<file path="src/rtl/blk_sched.sv">
// Per-thread block scheduler feeding the SHA-512 block-creation stage.
// Tracks each thread's computation state, picks the next ready thread round-robin,
// issues a one-cycle blk_start strobe and waits for that block to end before
// issuing again. Save reports decide a thread's next state.
// Optional feature: define BLK_SCHED_WATCHDOG_EN to add a 16-bit S_WAIT watchdog
// that aborts a block whose blk_end never arrives.
module blk_sched #(
    parameter int unsigned N_THREADS     = 16,
    parameter int unsigned N_THREADS_MSB = $clog2(N_THREADS) - 1
) (
    input  logic                     CLK,
    input  logic                     RST,
    input  logic                     load_en,
    input  logic [N_THREADS_MSB:0]   load_thread_num,
    input  logic                     load_new,
    input  logic                     eng_ready,
    input  logic                     blk_end,
    input  logic                     save_wr_en,
    input  logic [N_THREADS_MSB:0]   save_thread_num,
    input  logic                     save_comp_active,
    input  logic                     save_procb_active,
    output logic                     blk_start,
    output logic                     new_comp,
    output logic [N_THREADS_MSB:0]   thread_num,
    output logic                     done_en,
    output logic [N_THREADS_MSB:0]   done_thread_num,
    output logic                     idle,
    output logic                     err
);

    localparam int unsigned TW = N_THREADS_MSB + 1;

    typedef enum logic [1:0] {
        T_IDLE,
        T_READY_NEW,
        T_READY_CONT,
        T_WAIT_PROCB
    } thr_state_e;

    typedef enum logic [1:0] {
        S_ARB,
        S_WAIT,
        S_SETTLE
    } fsm_state_e;

    thr_state_e            thr_q [N_THREADS];
    thr_state_e            thr_d [N_THREADS];
    fsm_state_e            fsm_q;
    logic [TW-1:0]         rr_q;
    logic [TW-1:0]         rr_next;
    logic [N_THREADS-1:0]  ready_mask;
    logic                  all_idle;
    logic                  arb_found;
    logic [TW-1:0]         arb_winner;
    logic [31:0]           arb_idx;
    logic                  issue;
    logic                  load_in_range;
    logic                  save_in_range;
    logic                  load_err;
    logic                  save_err;

`ifdef BLK_SCHED_WATCHDOG_EN
    logic [15:0]           wd_q;
`endif

    assign load_in_range = 32'(load_thread_num) < N_THREADS;
    assign save_in_range = 32'(save_thread_num) < N_THREADS;
    assign save_err      = save_wr_en && !save_in_range;

    // Ready mask and all-idle summary from the registered thread states
    always_comb begin
        ready_mask = '0;
        all_idle   = 1'b1;
        for (int unsigned i = 0; i < N_THREADS; i++) begin
            ready_mask[i] = (thr_q[i] == T_READY_NEW) || (thr_q[i] == T_READY_CONT);
            if (thr_q[i] != T_IDLE) all_idle = 1'b0;
        end
    end

    // Round-robin pick: first ready thread at or after rr_q, wrapping to 0
    always_comb begin
        arb_found  = 1'b0;
        arb_winner = '0;
        arb_idx    = '0;
        for (int unsigned i = 0; i < N_THREADS; i++) begin
            arb_idx = 32'(rr_q) + i;
            if (arb_idx >= N_THREADS) arb_idx = arb_idx - N_THREADS;
            if (!arb_found && ready_mask[arb_idx[TW-1:0]]) begin
                arb_found  = 1'b1;
                arb_winner = arb_idx[TW-1:0];
            end
        end
    end

    assign issue   = (fsm_q == S_ARB) && arb_found && eng_ready;
    assign rr_next = (32'(arb_winner) == N_THREADS - 1) ? '0 : arb_winner + TW'(1);
    assign idle    = (fsm_q == S_ARB) && all_idle;

    // Next thread states: load, then issue (thread goes in flight), then save wins
    always_comb begin
        thr_d    = thr_q;
        load_err = 1'b0;
        if (load_en) begin
            if (!load_in_range) begin
                load_err = 1'b1;
            end else if (save_wr_en && (save_thread_num == load_thread_num)) begin
                // Save and load collide: the save owns the thread this cycle
                load_err = 1'b1;
            end else if (load_new && (thr_q[load_thread_num] == T_IDLE)) begin
                thr_d[load_thread_num] = T_READY_NEW;
            end else if (!load_new && (thr_q[load_thread_num] == T_WAIT_PROCB)) begin
                thr_d[load_thread_num] = T_READY_CONT;
            end else begin
                load_err = 1'b1;
            end
        end
        if (issue) thr_d[arb_winner] = T_IDLE;
        if (save_wr_en && save_in_range) begin
            if (!save_comp_active)      thr_d[save_thread_num] = T_IDLE;
            else if (save_procb_active) thr_d[save_thread_num] = T_READY_CONT;
            else                        thr_d[save_thread_num] = T_WAIT_PROCB;
        end
    end

    // Thread state registers
    always_ff @(posedge CLK or posedge RST) begin
        if (RST) begin
            for (int unsigned i = 0; i < N_THREADS; i++) thr_q[i] <= T_IDLE;
        end else begin
            for (int unsigned i = 0; i < N_THREADS; i++) thr_q[i] <= thr_d[i];
        end
    end

    // Issue FSM with registered strobes, completion pulse and sticky error
    always_ff @(posedge CLK or posedge RST) begin
        if (RST) begin
            fsm_q           <= S_ARB;
            rr_q            <= '0;
            blk_start       <= 1'b0;
            new_comp        <= 1'b0;
            thread_num      <= '0;
            done_en         <= 1'b0;
            done_thread_num <= '0;
            err             <= 1'b0;
`ifdef BLK_SCHED_WATCHDOG_EN
            wd_q            <= '0;
`endif
        end else begin
            blk_start <= 1'b0;
            done_en   <= save_wr_en && save_in_range && !save_comp_active;
            if (save_wr_en && !save_comp_active) done_thread_num <= save_thread_num;
            if (load_err || save_err) err <= 1'b1;
            case (fsm_q)
                S_ARB: begin
                    if (blk_end) err <= 1'b1;
                    if (issue) begin
                        blk_start  <= 1'b1;
                        thread_num <= arb_winner;
                        new_comp   <= (thr_q[arb_winner] == T_READY_NEW);
                        rr_q       <= rr_next;
                        fsm_q      <= S_WAIT;
`ifdef BLK_SCHED_WATCHDOG_EN
                        wd_q       <= '0;
`endif
                    end
                end
                S_WAIT: begin
                    if (blk_end) begin
                        fsm_q <= S_SETTLE;
`ifdef BLK_SCHED_WATCHDOG_EN
                    end else if (wd_q == 16'hFFFF) begin
                        // Abandon the block; the in-flight thread is already IDLE
                        err   <= 1'b1;
                        fsm_q <= S_ARB;
                    end else begin
                        wd_q <= wd_q + 16'd1;
`endif
                    end
                end
                S_SETTLE: fsm_q <= S_ARB;
                default:  fsm_q <= S_ARB;
            endcase
        end
    end

endmodule

</file>
<file path="config.mk">
export PLATFORM = sky130hd
export DESIGN_NAME = blk_sched
export DESIGN_NICKNAME = d
export VERILOG_FILES = /design/src/rtl/blk_sched.sv
export SDC_FILE = /design/constraint.sdc
export NUM_CORES = 1
export LEC_CHECK = 0
export ABC_CLOCK_PERIOD_IN_PS = 6100
export CAP_MARGIN = 5
export CORE_MARGIN = 5
export CORE_UTILIZATION = 50
export DETAILED_ROUTE_END_ITERATION = 6
export GPL_TIMING_DRIVEN = 0
export PLACE_DENSITY = 0.68
export SYNTH_ARGS = -nofsm -noshare
export SYNTH_HDL_FRONTEND = slang
export SYNTH_SLANG_ARGS = --single-unit
</file>
<file path="constraint.sdc">
create_clock -name CLK -period 6.1 [get_ports CLK]
set_clock_uncertainty 0.2 [all_clocks]
set_input_delay 1.525 -clock CLK [delete_from_list [all_inputs] [get_ports CLK]]
set_output_delay 1.525 -clock CLK [all_outputs]
set_load 0.1 [all_outputs]
</file>
After elaboration in Yosys (flattened, before gate mapping) --
Index checks and enable logic that the tools add are counted.
Storage, ports and cells: register bits after elaboration 50, bits in latches 0, memory bits (writable) 0, bits in read-only memories 0, input bits 17, memories kept 0
Cells by class: $add $sub $neg 32, multiply operators 0, div/mod/pow operators 0, magnitude comparators 38, eq/ne operators 39, shift operators 0, multiplexer cells 129, bitwise gates (word level) 17, reductions and logical operators 78
Operators by type and width (count):
- 32-bit 2-to-1 mux | 8
- 4-bit 2-to-1 mux | 33
- 5-bit greater-or-equal comparator, second input constant | 18
- 4-bit by 5-bit less-than comparator with 1-bit output, second input constant | 16
- 32-bit AND | 2
- 1-bit binary-select mux with 4-bit select | 16
- 32-bit NOT | 2
- 4-bit by 1-bit subtractor with 4-bit output, second input constant | 16
- 1-bit 2-to-1 mux | 57
- 16-bit AND | 3
- 16-bit NOT | 3
- 16-bit bitwise OR | 3
- 4-bit by 4-bit adder with 5-bit output, second input constant | 8
- 2-bit by 1-bit == test with 1-bit output, second input constant | 18
- 2-bit == test, second input constant | 17
- 32-bit bitwise OR | 1
- 2-bit nonzero test | 16
- 1-bit logical AND | 25
- 2-bit demux with 4-bit select | 3
- 4-bit by 3-bit adder with 5-bit output, second input constant | 4
- 2-bit 2-to-1 mux | 9
- 1-bit logical NOT | 17
- 2-bit binary-select mux with 4-bit select | 2
- 1-bit logical OR | 16
- 12 further kinds | 20

Longest topological paths before layout --
Gate-level depths: netlist of the first run.
depth in word-level cells 62, gate-level depth with buffers 24

Least setup slack after synthesis of the first run --
No wires, ideal clock.
path type register to output, start point reg thr_q[16] in the netlist's numbering, end point out idle, arrival 3.602 ns, required time 4.375 ns, path slack 0.773 ns, cell stages (with the launch flop) 5, path buffers 0, cell sequence dfrtp_1 inv_1 ha_1 nand4_1 nor4_1
On the way: cells in the longest elaborated chain, start to end 11
Ends and longest elaborated chain:
- start, declared | RTL line 46 | thr_state_e thr_q [N_THREADS];
- 2-bit nonzero test | RTL line 76 | if (thr_q[i] != T_IDLE) all_idle = 1'b0;
- 1-bit 2-to-1 mux (9 in a row) | RTL line 76
- 1-bit logical AND | RTL line 97 | assign idle = (fsm_q == S_ARB) && all_idle;
- end, declared | RTL line 27 | output logic idle,
Every way passes these cells.

==> results_dict.tcl, run 1 <==
set metrics [dict create \
    relSlewSlack 0.340 \
    placementRows 40 \
    fillers 1115 \
    synthesis.area_um2 6010 \
    wl_per_cell_um 22.6 \
    hpwl_um 15500 \
    grt.total_usage 0.270 \
    reg2reg_from "rr_q[1]" \
    crit_buf_inv 6 \
    cp_max_fo 19 \
    min_path_type "register to register" \
    cp-end-kind "register" \
    cts_sinks 50 \
    crit_path_start "rr_q[1]" \
    die_w_um 120 \
    cp.required_ns 6.09 \
    grt_pass1_wl_um 30800 \
    report.final.setup_viol 0 \
    ant_nets 0 \
    syn_avg_cell_area_um2 8.83 \
    core_area_um2 11900 \
    netlist_instances 681 \
    synth_seq_cells 50 \
    final_cell_mix "nand2_1, o21ai_0, dfrtp_1" \
    synth_edf_count 0 \
    worst_ep_arrival_time_ns 5.84 \
    vias 5757 \
    max_freq_mhz 171 \
    ctsHtreeMaxLevel 2 \
    cpPeakStageDelay_ns 0.60 \
    critPathLaunchType "register" \
    holdWs_ns 0.289 \
    drive_above_1_share 0.172 \
    hp-start "thread_num[1]" \
    cts_buffer_depth 2 \
    min_period_ns 5.85 \
    die_h_um 120 \
    area_growth_pct 10.3 \
    grt_pass1_vias 5661 \
    finalHoldViolCount 0 \
    yosys_most_used_dff "dfrtp_1" \
    critPathTopFamily "simple AND/OR/NAND/NOR gates" \
    gr-total-overflow 0 \
    yosysTopAreaCellShare 0.208 \
    async_reset_ff_frac 1.00 \
    dp.cells 855 \
    worstMarginPinSlew_ns 0.987 \
    cap_violations 0 \
    ys_seq_area_frac 0.208 \
    fp.dieArea_um2 14300 \
    antenna_found_initial 0 \
    synth_nets 722 \
    synthTopCellsByArea "dfrtp_1, mux4_2, mux2_2, nand2_1, ha_1" \
    netlist.top_cell.by_area "dfrtp_1" \
    layout.cells.most_common "nand2_1" \
    numCtsBuffers 5 \
    drt_wl_total_um 19500 \
    clkTransAtPathRegs_ns 0.07 \
    cts-root-buf "clkbuf_16" \
    stdcell_count 862 \
    routabilityCongestion 0.925 \
    ioPinCount 30 \
    yosys_warnings 0 \
    setup_tns_ns 0 \
    yosysUniqueCellTypes 89 \
    n_antenna_cell 0 \
    crit_slowest_cell "mux4_2" \
    start_util 0.505 \
    dr.first_iter.drc_count 559 \
    fin_nets 755 \
    viasPerCell 6.68 \
    cts_tree "done" \
    outcome "finished clean" \
    drv_slew 0 \
    grt_max_degree 27 \
    drt_first_pass_iters 5 \
    crit_type "register to register" \
    crit_chain "buf_6, inv_1, ha_1, buf_6, mux2_2, mux2_2, mux4_2, nor2_2, nand4_4, or4_4, o211ai_2, nand2_4, clkinv_4, buf_8, ha_1, inv_1, nor3_1, nor2_1, a22o_1" \
    port_buffers 26 \
    finalCritPeriodShare 0.959 \
    drc 0 \
    rsz0062_at_grt "no" \
    clk_latency_ns 0.29 \
]
-- cell type report --
class	count	area, µm²	area share
Multi-Input combinational cell	548	4370	0.658
Sequential cell	50	1250	0.189
Timing Repair Buffer	27	288	0.0434
Inverter	51	199	0.0300
Buffer	31	193	0.0290
Tap cell	147	184	0.0277
Clock buffer	6	139	0.0209
Clock inverter	2	12.5	0.00189
-- per-layer routing --
layer	track usage	wire, µm	part of all wire
met1	0.339	7660	0.39
met2	0.463	9510	0.49
met3	0.0269	1250	0.064
met4	0.139	1090	0.056
met5	0	0	0
-- final timing paths --
kind / endpoint / slack, ns / depth (start not counted)
min: thread_num[1] / 0.29 / 2
max in group asynchronous: thr_q[10] / 3.75 / 3
min reg2reg: thread_num[1] / 0.29 / 2
max: thr_q[25] / 0.25 / 19
min in group asynchronous: done_thread_num[1] / 1.42 / 2
max reg2reg: thr_q[25] / 0.25 / 19
-- worst reg2reg max path: stages, from the launching register on --
cell,delay (ns)
dfrtp_1,0.59
buf_6,0.22
inv_1,0.25
ha_1,0.41
buf_6,0.22
mux2_2,0.40
mux2_2,0.31
mux4_2,0.60
nor2_2,0.24
nand4_4,0.19
or4_4,0.59
o211ai_2,0.17
nand2_4,0.16
clkinv_4,0.10
buf_8,0.14
ha_1,0.32
inv_1,0.10
nor3_1,0.26
nor2_1,0.09
a22o_1,0.19
-- synthesized netlist by cell type (all sizes together), types with 9 or more instances --
master  count
a21oi      24
a22o       11
buf        19
clkbuf     13
dfrtp      50
ha         24
inv        49
mux2       39
mux2i      29
mux4       32
nand2      83
nand2b     11
nand3      20
nor2       45
nor2b      10
nor3       14
o211ai      9
o21a       10
o21ai      54
o22ai      23
xnor2      10
-- flip-flops by register name, indices dropped and copies added (netlist names) --
name / flops
done_en: 1
rr_q: 4
thread_num: 4
thr_q: 32
done_thread_num: 4
new_comp: 1
fsm_q: 2
err: 1
blk_start: 1
-- logic make-up after synthesis --
logic type / after synthesis / synth area share
muxes: 100 / 0.247
DFF: 50 / 0.208
AOI/OAI and AO/OA: 187 / 0.215
xor gates and xnor gates: 17 / 0.0298
adders and majority gates: 24 / 0.0499
and+or+nand+nor: 220 / 0.185
buffers and inverters: 83 / 0.0658
-- repair_timing --
action	CTS	global route
endpoints found under the setup margin	0	10
hold buffers	0	0
endpoints found under the hold margin	0	0
buffers inserted	0	0
resized for setup	0	1
-- through the flow --
step	instance area [µm²]	utilization	setup WS, ns
finish	6640	0.557	0.249
global route	6640	0.557	0.0240
CTS	6640	0.557	0.0382
detailed placement	6480	0.544	0.0828
global placement	6460	0.542	0.0420
floorplan	6010	-	0.773
Power of run 1 is not shown: default switching activity piles up to over one toggle a cycle in this logic, so the estimate is an artifact.
==> inputs of run 2 (changes only) <==
CAP_MARGIN = 10   (was 5)
==> results of run 2 <==
Same layout as run 1: the final DEF is identical, and so are final timing and power.
Power of run 2 is left out for the same reason.
